===== src/rtl/multi_write_port_pkg.sv =====
// Shared constants and the write-buffer entry record for the multi-port register write path.
package multi_write_port_pkg;

    localparam int DEF_NUM_REGS = 32;
    localparam int DEF_ADDR_W   = 5;
    localparam int DEF_DATA_W   = 32;
    localparam int DEF_NUM_CH   = 2;
    localparam int DEF_DEPTH    = 4;

    // Entry fields are sized by the default address/data widths.
    typedef struct packed {
        logic                  valid;
        logic [DEF_ADDR_W-1:0] wreg;
        logic [DEF_DATA_W-1:0] data;
    } entry_t;

    // Pointer width that stays at least one bit wide for single-entry ranges.
    function automatic int clog2_min1(input int n);
        return (n > 1) ? $clog2(n) : 1;
    endfunction

endpackage


===== src/rtl/multi_write_port_rr_arbiter.sv =====
// Round-robin single-grant arbiter; the search starts at rr_ptr and the pointer moves past each winner.
module rr_arbiter
    import multi_write_port_pkg::*;
#(
    parameter int NUM_CH = DEF_NUM_CH
) (
    input  logic              clock,
    input  logic              ctrl_reset,
    input  logic [NUM_CH-1:0] req,
    input  logic              en,
    output logic [NUM_CH-1:0] gnt
);

    localparam int PTR_W = clog2_min1(NUM_CH);

    logic [PTR_W-1:0] rr_ptr_q;
    logic [PTR_W-1:0] rr_ptr_d;

    always_comb begin
        int   cand;
        logic found;
        gnt      = '0;
        rr_ptr_d = rr_ptr_q;
        found    = 1'b0;
        cand     = 0;
        for (int k = 0; k < NUM_CH; k++) begin
            cand = int'(rr_ptr_q) + k;
            if (cand >= NUM_CH) begin
                cand = cand - NUM_CH;
            end
            if (en && !found && req[PTR_W'(cand)]) begin
                found               = 1'b1;
                gnt[PTR_W'(cand)]   = 1'b1;
                rr_ptr_d            = (cand + 1 == NUM_CH) ? '0 : PTR_W'(cand + 1);
            end
        end
    end

    // A grant always coincides with a handshake because only requesters are granted.
    always_ff @(posedge clock) begin
        if (ctrl_reset) begin
            rr_ptr_q <= '0;
        end else begin
            rr_ptr_q <= rr_ptr_d;
        end
    end

endmodule


===== src/rtl/multi_write_port.sv =====
// Merges several register-write requesters into one write per cycle through a small FIFO,
// with a youngest-match forwarding lookup over the pending entries.
module multi_write_port
    import multi_write_port_pkg::*;
#(
    parameter int NUM_REGS = DEF_NUM_REGS,
    parameter int ADDR_W   = DEF_ADDR_W,
    parameter int DATA_W   = DEF_DATA_W,
    parameter int NUM_CH   = DEF_NUM_CH,
    parameter int DEPTH    = DEF_DEPTH
) (
    input  logic                       clock,
    input  logic                       ctrl_reset,
    input  logic [NUM_CH-1:0]          ch_valid,
    output logic [NUM_CH-1:0]          ch_ready,
    input  logic [NUM_CH*ADDR_W-1:0]   ch_writeReg,
    input  logic [NUM_CH*DATA_W-1:0]   ch_writeData,
    input  logic                       ctrl_stall,
    output logic [NUM_REGS-1:0]        out_we,
    output logic [DATA_W-1:0]          out_data,
    input  logic [ADDR_W-1:0]          fwd_reg,
    output logic                       fwd_hit,
    output logic [DATA_W-1:0]          fwd_data,
    output logic [$clog2(DEPTH+1)-1:0] count
);

    localparam int CNT_W = $clog2(DEPTH+1);
    localparam int PTR_W = clog2_min1(DEPTH);

    entry_t           buf_q [DEPTH];
    entry_t           buf_d [DEPTH];
    logic [PTR_W-1:0] head_q, head_d;
    logic [PTR_W-1:0] tail_q, tail_d;
    logic [CNT_W-1:0] count_q, count_d;

    logic              has_space;
    logic              grant_en;
    logic              handshake;
    logic              enq;
    logic              deq;
    logic [NUM_CH-1:0] gnt;
    logic [ADDR_W-1:0] sel_reg;
    logic [DATA_W-1:0] sel_data;
    logic [ADDR_W-1:0] head_reg;
    entry_t            head_entry;

    // A full buffer refuses new work even when the head drains this cycle.
    assign has_space = count_q < CNT_W'(DEPTH);
    assign grant_en  = has_space && !ctrl_reset;

    rr_arbiter #(
        .NUM_CH (NUM_CH)
    ) u_arb (
        .clock      (clock),
        .ctrl_reset (ctrl_reset),
        .req        (ch_valid),
        .en         (grant_en),
        .gnt        (gnt)
    );

    assign ch_ready  = gnt;
    assign handshake = |(ch_valid & gnt);

    always_comb begin
        sel_reg  = '0;
        sel_data = '0;
        for (int i = 0; i < NUM_CH; i++) begin
            if (gnt[i]) begin
                sel_reg  = ch_writeReg[i*ADDR_W +: ADDR_W];
                sel_data = ch_writeData[i*DATA_W +: DATA_W];
            end
        end
    end

    // Register 0 is hard-wired, so its writes complete the handshake and vanish.
    assign enq = handshake && (sel_reg != '0);

    assign head_entry = buf_q[head_q];
    assign head_reg   = ADDR_W'(head_entry.wreg);
    assign deq        = (count_q != '0) && head_entry.valid && !ctrl_stall && !ctrl_reset;
    assign out_data   = deq ? DATA_W'(head_entry.data) : '0;

    generate
        for (genvar gi = 0; gi < NUM_REGS; gi++) begin : g_we
            assign out_we[gi] = deq && (head_reg == ADDR_W'(gi));
        end
    endgenerate

    always_comb begin
        buf_d  = buf_q;
        head_d = head_q;
        tail_d = tail_q;
        if (enq) begin
            buf_d[tail_q] = '{valid: 1'b1,
                              wreg:  DEF_ADDR_W'(sel_reg),
                              data:  DEF_DATA_W'(sel_data)};
            tail_d = tail_q + PTR_W'(1);
        end
        if (deq) begin
            buf_d[head_q].valid = 1'b0;
            head_d = head_q + PTR_W'(1);
        end
        count_d = count_q + CNT_W'(enq) - CNT_W'(deq);
    end

    always_ff @(posedge clock) begin
        if (ctrl_reset) begin
            count_q <= '0;
            head_q  <= '0;
            tail_q  <= '0;
            for (int i = 0; i < DEPTH; i++) begin
                buf_q[i] <= '0;
            end
        end else begin
            count_q <= count_d;
            head_q  <= head_d;
            tail_q  <= tail_d;
            buf_q   <= buf_d;
        end
    end

    // Walk oldest to youngest so the last match seen is the youngest write.
    always_comb begin
        logic [PTR_W-1:0] idx;
        fwd_hit  = 1'b0;
        fwd_data = '0;
        idx      = '0;
        for (int k = 0; k < DEPTH; k++) begin
            idx = head_q + PTR_W'(k);
            if (!ctrl_reset && (fwd_reg != '0) && (CNT_W'(k) < count_q) &&
                buf_q[idx].valid && (ADDR_W'(buf_q[idx].wreg) == fwd_reg)) begin
                fwd_hit  = 1'b1;
                fwd_data = DATA_W'(buf_q[idx].data);
            end
        end
    end

    assign count = count_q;

endmodule


===== config.mk =====
export PLATFORM = sky130hd
export DESIGN_NAME = multi_write_port
export DESIGN_NICKNAME = d
export VERILOG_FILES = /design/src/rtl/multi_write_port_pkg.sv /design/src/rtl/multi_write_port_rr_arbiter.sv /design/src/rtl/multi_write_port.sv
export SDC_FILE = /design/constraint.sdc
export NUM_CORES = 1
export LEC_CHECK = 0
export BUFFER_PORTS_ARGS = -buffer_cell sky130_fd_sc_hd__buf_2
export CAP_MARGIN = 25
export CORE_MARGIN = 2
export CORE_UTILIZATION = 35
export CTS_CLUSTER_SIZE = 14
export DETAILED_ROUTE_END_ITERATION = 16
export PLACE_DENSITY = 0.6
export SYNTH_ARGS = -nofsm -noshare
export SYNTH_HDL_FRONTEND = slang
export SYNTH_HIERARCHICAL = 1
export SYNTH_SLANG_ARGS = --single-unit

===== constraint.sdc =====
create_clock -name clock -period 8.7 [get_ports clock]
set_input_delay 2.61 -clock clock [delete_from_list [all_inputs] [get_ports clock]]
set_output_delay 2.61 -clock clock [all_outputs]
set_load 0.03 [all_outputs]

==> results.json <==
{
  "critPathTopFamily": "buffers and inverters",
  "fmax_mhz": 128,
  "vdd_drop_max_uv": 143,
  "dr.pass1.iters": 5,
  "route.detailed.drc": 0,
  "grt_pass1_vias": 9171,
  "regToRegSetupSlack_ps": 5180,
  "setup_violations": 0,
  "totalWireLength_um": 32300,
  "numCtsBuffers": 17,
  "num_antenna_cells": 0,
  "finClkSkew_ps": 20.8,
  "critPathMostFrequentCell": "buf_2",
  "run_status": "completed",
  "syn-num-nets": 1414,
  "placement.io_buffers": 184,
  "num_vias": 9939,
  "pin_count": 186,
  "cts_resized": 0,
  "p_per_area_nw_per_um2": 152,
  "cts_sinks": 160,
  "crit_path_end_kind": "output port",
  "setup_tns_ps": 0,
  "grt-ovfl-total": 0,
  "clk_pin_slew_worst_paths_ps": 70,
  "grt_pass1_wl_um": 51500,
  "layout.nets": 1509,
  "clockBufferDepth": 2,
  "antenna_found_initial": 0,
  "power.leakage_nw": 4.35,
  "grt_max_degree": 95,
  "viasPerCell": 5.46,
  "row_count": 64,
  "rsz0062_at_grt": "no",
  "synth-async-reset-ratio": 0,
  "cts.root.buffer_cell": "clkbuf_16",
  "dieArea_um2": 32800,
  "relSlewSlack": 0.331,
  "grt_usage": 0.197,
  "fin_crit_sh": 0.897,
  "slowest_stage": "buf_4",
  "critPathRequiredTime_ps": 6090,
  "cts_hold_buf": 0,
  "drt_iter0_markers": 609,
  "synth_area_um2": 11000,
  "ant_nets": 0,
  "ys_ff_latch": 160,
  "yosysSeqAreaShare": 0.292,
  "critPathMaxStageDelay_ps": 470,
  "cp.arrival_ps": 5190,
  "post_route_cells_drive_above_1_share": 0.272,
  "critPathLaunchType": "primary input",
  "yosysWarnings": 6,
  "tritoncts": "built",
  "initial_core_util": 0.357,
  "coreArea_um2": 30700,
  "synth-edff-count": 0,
  "die_w_um": 181,
  "synth_ff_type": "dfxtp_1",
  "die_h_um": 181,
  "crit_chain": "buf_2 > nor3_1 > a21oi_1 > nand4b_1 > nor2_4 > buf_4 > mux2_2 > o221ai_1 > buf_2",
  "postCtsSetupBuffers": 0,
  "synthCells": 1317,
  "synth_cell_types": 62,
  "post_drt_wl_per_cell_um": 17.8,
  "dp_hpwl_um": 22000,
  "hold_ws_ps": 511,
  "slew_viol_final": 0,
  "htreeDepth": 4,
  "clk-insertion-delay-late_ps": 440,
  "tightest_slew_ps": 1000,
  "path_class": "primary input to output port",
  "place_congestion": 0.813,
  "path_max_fanout": 32,
  "syn2layout_area_growth_pct": 14.9,
  "synth_area_per_cell_um2": 8.34,
  "hold_class": "register to register",
  "path_buf_inv": 3,
  "finalCriticalPeriod_ps": 7800,
  "nFillCells": 3157,
  "hold_violations": 0,
  "drv_cap": 0
}
==> area by class of cell <==
cell class / count / area [um2] / share of cell area
clock buffer: 18 / 429 / 0.0340
clock inverter: 14 / 165 / 0.0131
inverter: 13 / 48.8 / 0.00387
multi-input combinational: 1015 / 7170 / 0.568
sequential: 160 / 3210 / 0.254
tap: 396 / 495 / 0.0392
timing repair buffer: 205 / 1100 / 0.0872
==> routing by layer <==
layer  GRT usage  part of all wire
met1       0.253              0.44
met2       0.334              0.49
met3      0.0296             0.040
met4      0.0719             0.029
met5           0                 0
==> flip-flops by register name, indices dropped and copies added (netlist names) <==
signal,cells
u_arb/rr_ptr_q,1
count,3
head_q,2
tail_q,2
buf_q,152
==> cell usage after synthesis (12+ instances only) <==
library cell,n,area (um2)
ha_1,12,150
o211ai_1,27,203
o221ai_2,19,285
mux4_2,12,270
buf_1,13,48.8
clkbuf_1,75,282
buf_2,30,150
nand2_1,91,342
mux2_2,93,1050
a21oi_1,63,315
inv_1,12,45.0
a22oi_1,36,270
mux2i_1,71,711
dfxtp_1,160,3200
and2_1,14,87.6
nor2_1,286,1070
xnor2_1,17,149
a211oi_1,153,1150
o21ai_0,38,190
==> through the flow <==
step           cells  total power [W]  instance area (um2)  setup slack [ps]  utilization
2_1_floorplan   1317          0.00107                11000              1280            -
5_1_grt         1821          0.00201                12600               457        0.411
3_5_place_dp    1788          0.00117                12000               922        0.390
6_report        1821          0.00192                12600               900        0.411
3_3_place_gp    1788          0.00116                12000              1000        0.390
4_1_cts         1820          0.00194                12600               882        0.410
==> kinds of logic (layout without fill, tap and decap cells) <==
kind of cell    after synthesis  in the layout  synth area share
xor+xnor                     23             23            0.0183
buf+inv                     142            250            0.0585
fa+ha+maj                    13             13            0.0155
other cells                   1              1          0.000341
simple gates                426            426             0.160
compound gates              364            364             0.246
mux                         188            188             0.210
flops                       160            160             0.292
==> tightest hold or removal path: stages, from the launching register on <==
cell and delay [ps]:
dfxtp_1 320, nor2_1 100, a211oi_1 50
==> cell usage in the layout (no fill, tap or decap), types with 17 or more instances in the layout <==
cell type,netlist,routed
nor2_1,286,286
buf_2,30,183
o221ai_2,19,19
buf_4,5,21
dfxtp_1,160,158
mux2_2,93,93
o21ai_0,38,38
o211ai_1,27,27
xnor2_1,17,17
nand2_1,91,91
mux2i_1,71,71
a22oi_1,36,36
a21oi_1,63,63
clkbuf_16,0,17
a211oi_1,153,153
==> final timing paths <==
check,end,startpoint,cells past startpoint
max,fwd_data[31],fwd_reg[4],9
min reg2reg,buf_q[50],buf_q[50],2
max reg2reg,buf_q[105],count[2],10
min,buf_q[50],buf_q[50],2
==> power by group <==
| part | switching, W | total (W) | internal (W) |
|---|---|---|---|
| Combinational | 0.000205 | 0.000341 | 0.000136 |
| Sequential | 0.0000370 | 0.000811 | 0.000774 |
| Clock | 0.000356 | 0.000767 | 0.000410 |
(Power assumes the default switching activity.)
